==> src/rtl/approx_mul_iter_if.sv <==
// Valid/ready operand and result stream for approx_mul_iter.
// The master drives operands and out_ready; the slave (the multiplier) answers.
interface approx_mul_iter_if #(
  parameter int WIDTH = 4
);
  logic                 in_valid;
  logic                 in_ready;
  logic [WIDTH-1:0]     in_a;
  logic [WIDTH-1:0]     in_b;
  logic                 in_approx;
  logic                 out_valid;
  logic                 out_ready;
  logic [2*WIDTH-1:0]   out_prod;
  logic [2*WIDTH-1:0]   out_err;

  modport master (
    output in_valid, in_a, in_b, in_approx, out_ready,
    input  in_ready, out_valid, out_prod, out_err
  );

  modport slave (
    input  in_valid, in_a, in_b, in_approx, out_ready,
    output in_ready, out_valid, out_prod, out_err
  );
endinterface

==> src/rtl/approx_mul_iter.sv <==
// Iterative shift-add unsigned multiplier. It computes exact and column-truncated
// products together, one multiplier bit per cycle, and reports and counts the error.
module approx_mul_iter #(
  parameter int WIDTH = 4,
  parameter int TRUNC = 3,
  parameter int ET    = 8,
  parameter int CNT_W = 8
) (
  input  logic              clk,
  input  logic              rst_n,
  approx_mul_iter_if.slave  bus,
  output logic              err_flag,
  output logic [CNT_W-1:0]  err_count,
  input  logic              count_clr
);

  localparam int P_W   = 2 * WIDTH;
  localparam int IDX_W = (WIDTH > 1) ? $clog2(WIDTH) : 1;
  localparam logic [IDX_W-1:0] LAST_IDX = IDX_W'(WIDTH - 1);
  // A shift by TRUNC >= P_W yields all zeros, so the approximate product becomes 0.
  localparam logic [P_W-1:0] KEEP_MASK = {P_W{1'b1}} << TRUNC;

  typedef enum logic [1:0] {IDLE, BUSY, DONE} state_t;

  state_t            state_q, state_d;
  logic [WIDTH-1:0]  a_q, b_q;
  logic              approx_q;
  logic [IDX_W-1:0]  idx_q;
  logic [P_W-1:0]    exact_acc, approx_acc;
  logic [P_W-1:0]    prod_q, err_q;
  logic              flag_q;
  logic [CNT_W-1:0]  cnt_q;

  logic [P_W-1:0]    pp_row;
  logic [P_W-1:0]    exact_nxt, approx_nxt, diff_nxt;
  logic              accept, deliver, last_bit;

  assign accept   = (state_q == IDLE) && bus.in_valid;
  assign deliver  = (state_q == DONE) && bus.out_ready;
  assign last_bit = (idx_q == LAST_IDX);

  // Truncated rows never exceed the full rows, so diff_nxt cannot wrap.
  assign pp_row     = b_q[idx_q] ? (P_W'(a_q) << idx_q) : '0;
  assign exact_nxt  = exact_acc + pp_row;
  assign approx_nxt = approx_acc + (pp_row & KEEP_MASK);
  assign diff_nxt   = exact_nxt - approx_nxt;

  // NOTE: every output of a combinational block gets a default before the case,
  // so no path leaves it unassigned and no latch is inferred.
  always_comb begin
    state_d = state_q;
    case (state_q)
      IDLE:    if (bus.in_valid)  state_d = BUSY;
      BUSY:    if (last_bit)      state_d = DONE;
      DONE:    if (bus.out_ready) state_d = IDLE;
      default:                    state_d = IDLE;
    endcase
  end

  // NOTE: registers use non-blocking assignments so every flop samples the
  // values from before the edge, independent of statement order.
  always_ff @(posedge clk or negedge rst_n) begin
    if (!rst_n) state_q <= IDLE;
    else        state_q <= state_d;
  end

  always_ff @(posedge clk or negedge rst_n) begin
    if (!rst_n) begin
      a_q        <= '0;
      b_q        <= '0;
      approx_q   <= 1'b0;
      idx_q      <= '0;
      exact_acc  <= '0;
      approx_acc <= '0;
      prod_q     <= '0;
      err_q      <= '0;
      flag_q     <= 1'b0;
    end else if (accept) begin
      a_q        <= bus.in_a;
      b_q        <= bus.in_b;
      approx_q   <= bus.in_approx;
      idx_q      <= '0;
      exact_acc  <= '0;
      approx_acc <= '0;
    end else if (state_q == BUSY) begin
      exact_acc  <= exact_nxt;
      approx_acc <= approx_nxt;
      idx_q      <= idx_q + 1'b1;
      if (last_bit) begin
        prod_q <= approx_q ? approx_nxt : exact_nxt;
        err_q  <= approx_q ? diff_nxt : '0;
        flag_q <= approx_q && (64'(diff_nxt) > 64'(ET));
      end
    end
  end

  // Clear wins over a same-cycle flagged delivery; the count sticks at all ones.
  always_ff @(posedge clk or negedge rst_n) begin
    if (!rst_n)                               cnt_q <= '0;
    else if (count_clr)                       cnt_q <= '0;
    else if (deliver && flag_q && ~&cnt_q)    cnt_q <= cnt_q + 1'b1;
  end

  assign bus.in_ready  = (state_q == IDLE);
  assign bus.out_valid = (state_q == DONE);
  assign bus.out_prod  = prod_q;
  assign bus.out_err   = err_q;
  assign err_flag      = flag_q;
  assign err_count     = cnt_q;

endmodule

==> src/flat_wrapper.sv <==
// flat-port wrapper written by rule: the top's interface ports become plain ports
module approx_mul_iter_flat 
#(
  parameter int WIDTH = 4,
  parameter int TRUNC = 3,
  parameter int ET    = 8,
  parameter int CNT_W = 8
)
  (clk, rst_n, err_flag, err_count, count_clr, bus_in_valid, bus_in_a, bus_in_b, bus_in_approx, bus_out_ready, bus_in_ready, bus_out_valid, bus_out_prod, bus_out_err);
  approx_mul_iter_if #(.WIDTH(WIDTH)) bus_i ();
  input  logic clk;
  input  logic rst_n;
  output logic err_flag;
  output logic [CNT_W-1:0] err_count;
  input  logic count_clr;
  input wire logic [$bits(bus_i.in_valid)-1:0] bus_in_valid;
  input wire logic [$bits(bus_i.in_a)-1:0] bus_in_a;
  input wire logic [$bits(bus_i.in_b)-1:0] bus_in_b;
  input wire logic [$bits(bus_i.in_approx)-1:0] bus_in_approx;
  input wire logic [$bits(bus_i.out_ready)-1:0] bus_out_ready;
  output wire logic [$bits(bus_i.in_ready)-1:0] bus_in_ready;
  output wire logic [$bits(bus_i.out_valid)-1:0] bus_out_valid;
  output wire logic [$bits(bus_i.out_prod)-1:0] bus_out_prod;
  output wire logic [$bits(bus_i.out_err)-1:0] bus_out_err;
  assign bus_i.in_valid = bus_in_valid;
  assign bus_i.in_a = bus_in_a;
  assign bus_i.in_b = bus_in_b;
  assign bus_i.in_approx = bus_in_approx;
  assign bus_i.out_ready = bus_out_ready;
  assign bus_in_ready = bus_i.in_ready;
  assign bus_out_valid = bus_i.out_valid;
  assign bus_out_prod = bus_i.out_prod;
  assign bus_out_err = bus_i.out_err;
  approx_mul_iter #(.WIDTH(WIDTH), .TRUNC(TRUNC), .ET(ET), .CNT_W(CNT_W)) u_core (.clk(clk), .rst_n(rst_n), .bus(bus_i), .err_flag(err_flag), .err_count(err_count), .count_clr(count_clr));
endmodule
==> config.mk <==
export PLATFORM = sky130hd
export DESIGN_NAME = approx_mul_iter_flat
export DESIGN_NICKNAME = d
export VERILOG_FILES = /design/src/rtl/approx_mul_iter_if.sv /design/src/rtl/approx_mul_iter.sv /design/src/flat_wrapper.sv
export SDC_FILE = /design/constraint.sdc
export NUM_CORES = 1
export LEC_CHECK = 0
export ABC_CLOCK_PERIOD_IN_PS = 4059
export CORE_MARGIN = 1.5
export CORE_UTILIZATION = 55
export CTS_BUF_LIST = sky130_fd_sc_hd__clkbuf_2
export DETAILED_ROUTE_END_ITERATION = 10
export PLACE_DENSITY = 0.8
export SLEW_MARGIN = 20
export SYNTH_ARGS = -nofsm -noshare
export SYNTH_HDL_FRONTEND = slang
export SYNTH_SLANG_ARGS = --single-unit
==> constraint.sdc <==
create_clock -name clk -period 4.06 [get_ports clk]
set_input_delay 0.812 -clock clk [delete_from_list [all_inputs] [get_ports clk]]
set_output_delay 0.812 -clock clk [all_outputs]
set_load 0.01 [all_outputs]
==> results.yml <==
clocking:
  cts_setup_buffers: 0
  clock_sinks: 51
  cts_made_buffers: 5
  cts-root-buf: "clkbuf_2"
  clkSlewWorstSetupHoldPaths_ps: 250
  cts_tree: "yes"
  cts_max_path_buffers: 2
  clk-insertion-delay-late_ps: 440
  htree_levels: 2
floorplanning:
  core_um2: 5140
  start_util_pct: 57.7
  die_height_um: 76.5
  rows: 26
  die_x_um: 76.5
  dieArea_um2: 5850
  ios: 41
sta:
  fmaxAchievable_mhz: 268
  whs_ps: 337
  finalSetupViolCount: 0
  tightest_slew_ps: 792
  fin_skew_ps: 23.0
  timing.slew.headroom_pct: 47.1
  setup_ws_ps: 323
  maxSlewViolCount: 0
  final.min_clock_period_ps: 3740
  period_share_pct: 92.1
  finalHoldViolCount: 0
  setup_tns_ps: 0
finish:
  utilization_pct: 67.6
  drive_gt1_share_pct: 10.1
  area_delta_synth_final_pct: 17.2
  nNetsFinal: 379
  layout_common_cells: "dfrtp_1 (50), nand2_1 (47), clkdlybuf4s50_1 (39)"
  antennaDiodeCount: 0
  final_common_cell: "dfrtp_1"
grt:
  grt_max_degree: 52
  grt_pass1_wl_um: 10900
  grt_usage_pct: 22.9
  overflow: 0
  grt_antenna_before_repair: 0
  grt_pass1_vias: 2357
critical_path:
  crit_fanout: 5
  crit_arrival_ps: 4080
  start_kind: "register"
  critPathCaptureType: "register"
  cp.required_ps: 4410
  criticalPathCategory: "register to register"
route:
  drcViolationCount: 0
  vias_per_cell: 5.66
  routed_wl_um: 6240
  vias: 2359
  wl_per_cell_um: 15.0
  ant_nets: 0
  first_pass_iters: 4
  drt_iter0_drc: 101
yosys:
  yosysSeqAreaShare_pct: 43.0
  synth_area_leaders: "dfrtp_1 (43%), ha_1 (7.2%), nand2_1 (5.9%)"
  synth_cell_type_count: 52
  synth_top_area_share_pct: 43.0
  yosys_warnings: 0
  synthCells: 311
  synthArstFlopShare_pct: 100
  synth_edf_count: 0
  ys.flop_type: "dfrtp_1"
  synth_top_area_cell: "dfrtp_1"
  syn-cell-area_um2: 2970
  ys_ff_latch: 51
  synth_fp_nets: 343
  syn_avg_cell_area_um2: 9.54
power:
  total_power_mw: 3.42
  p_sw_share_pct: 47.4
  worst_ir_drop_vdd_v: 0.000574
  power.switching_mw: 1.62
  internal_power_mw: 1.80
  p_seq_share_pct: 25.6
  leakagePower_nw: 1.55
  powerDensity_nw_per_um2: 984
  pwr-share-comb_pct: 68.9
  clockPowerShare_pct: 5.5
status:
  status: "finished, final reports clean"
placed_design:
  post-place-ws_ps: 170
  dp_hpwl_um: 4650
  place_congestion: 0.844
  port_buffers: 40
worst_hold_path:
  hold_class: "input pin to asynchronous set/reset pin"
job:
  drv_cap: 0
==> repair_timing <==
item	CTS	global route
gates resized for setup	0	4
hold buffers	0	0
endpoints found under the setup margin	0	2
==> metal layers <==
metal  GRT usage, %  vias to the layer above  routed length [um]
met2           39.6                       48                3150
met4           7.22                        0                  74
met5              0                        -                   0
met3           3.95                        7                 195
li1               -                     1163                   -
met1           29.3                     1141                2820
==> power groups by stage <==
stage               clock [mW]  combinational (mW)  sequential (mW)
global placement             0                2.21            0.876
finish                   0.190                2.36            0.876
detailed placement           0                2.28            0.886
floorplan                    0                1.74            0.853
CTS                      0.194                2.30            0.874
global route             0.209                2.62            0.910
==> final cells by class <==
| class | instances | area [um2] |
|---|---|---|
| inverters | 8 | 30.0 |
| multi-input cells | 237 | 1620 |
| fillers | 452 | 1660 |
| repair buffers | 44 | 428 |
| clock buffers | 5 | 25.0 |
| flip-flops and latches | 51 | 1280 |
| well taps | 70 | 87.6 |
| clock inverters | 2 | 8.76 |
==> path summary, 6_finish.rpt <==
check	slack, ps	cells after the start	end	startpoint
setup / recovery	320	16	u_core.err_flag$_DFFE_PN0P_	u_core.b_q[3]$_DFFE_PN0P_
hold / removal	340	1	u_core.bus.out_prod[1]$_DFFE_PN0P_	rst_n
setup reg to reg	320	16	u_core.err_flag$_DFFE_PN0P_	u_core.b_q[3]$_DFFE_PN0P_
hold reg to reg	510	2	u_core.bus.out_prod[1]$_DFFE_PN0P_	u_core.bus.out_prod[1]$_DFFE_PN0P_
max in group asynchronous	3270	1	u_core.idx_q[1]$_DFFE_PN0P_	rst_n
min in group clk	510	2	u_core.bus.out_prod[1]$_DFFE_PN0P_	u_core.bus.out_prod[1]$_DFFE_PN0P_
==> cells by family after synthesis <==
group                    after synthesis  synth area share [%]
AO/OA/AOI/OAI                         79                  17.7
other                                  2                 0.253
adder cells (fa/ha/maj)               19                  8.22
multiplexers                          16                  6.41
AND/OR/NAND/NOR                      100                  15.2
flip-flops                            51                  43.0
XOR/XNOR                              21                  6.20
buffers and inverters                 23                  2.95
==> cell usage after synthesis, drive strengths merged, types with 2 or more instances <==
master	n
mux2i	4
buf	3
o21bai	2
nand3	7
o22ai	5
nand3b	3
nor2	21
nand2	47
xor2	11
o21ai	28
nand2b	5
a41oi	3
conb	2
a21o	7
nand4	2
clkbuf	12
a311oi	2
xnor2	10
dfrtp	51
nor2b	2
o31ai	5
ha	17
a22o	3
and2	3
a31oi	4
a211oi	3
nor3	3
inv	8
a21oi	10
mux2	11
==> sequential cells by signal, indices dropped and copies added (netlist names) <==
register and count:
u_core.state_q 2, u_core.bus.out_err 8, u_core.err_count 8, u_core.idx_q 2, u_core.a_q 4, u_core.approx_q 1, u_core.b_q 4, u_core.err_flag 1
u_core.bus.out_prod 8, u_core.exact_acc 8, u_core.approx_acc 5
==> stage by stage <==
step	instances	area (um2)
2_1_floorplan	311	2970
3_3_place_gp	410	3420
3_5_place_dp	410	3420
4_1_cts	417	3460
5_1_grt	417	3480
6_report	417	3480
==> critical path, stage by stage, from the launching register on <==
cell and delay (ps):
dfrtp_1 450, mux4_2 550, inv_2 120, nor2_1 60, ha_1 330, a21o_1 190
a21oi_2 200, o21ai_1 140, a21o_1 200, a311oi_2 310, inv_1 80, ha_1 330
a21oi_1 140, a31oi_1 70, xnor2_1 160, xnor2_1 230, a22oi_2 100
Note: power is estimated with default switching activity, not from simulation.
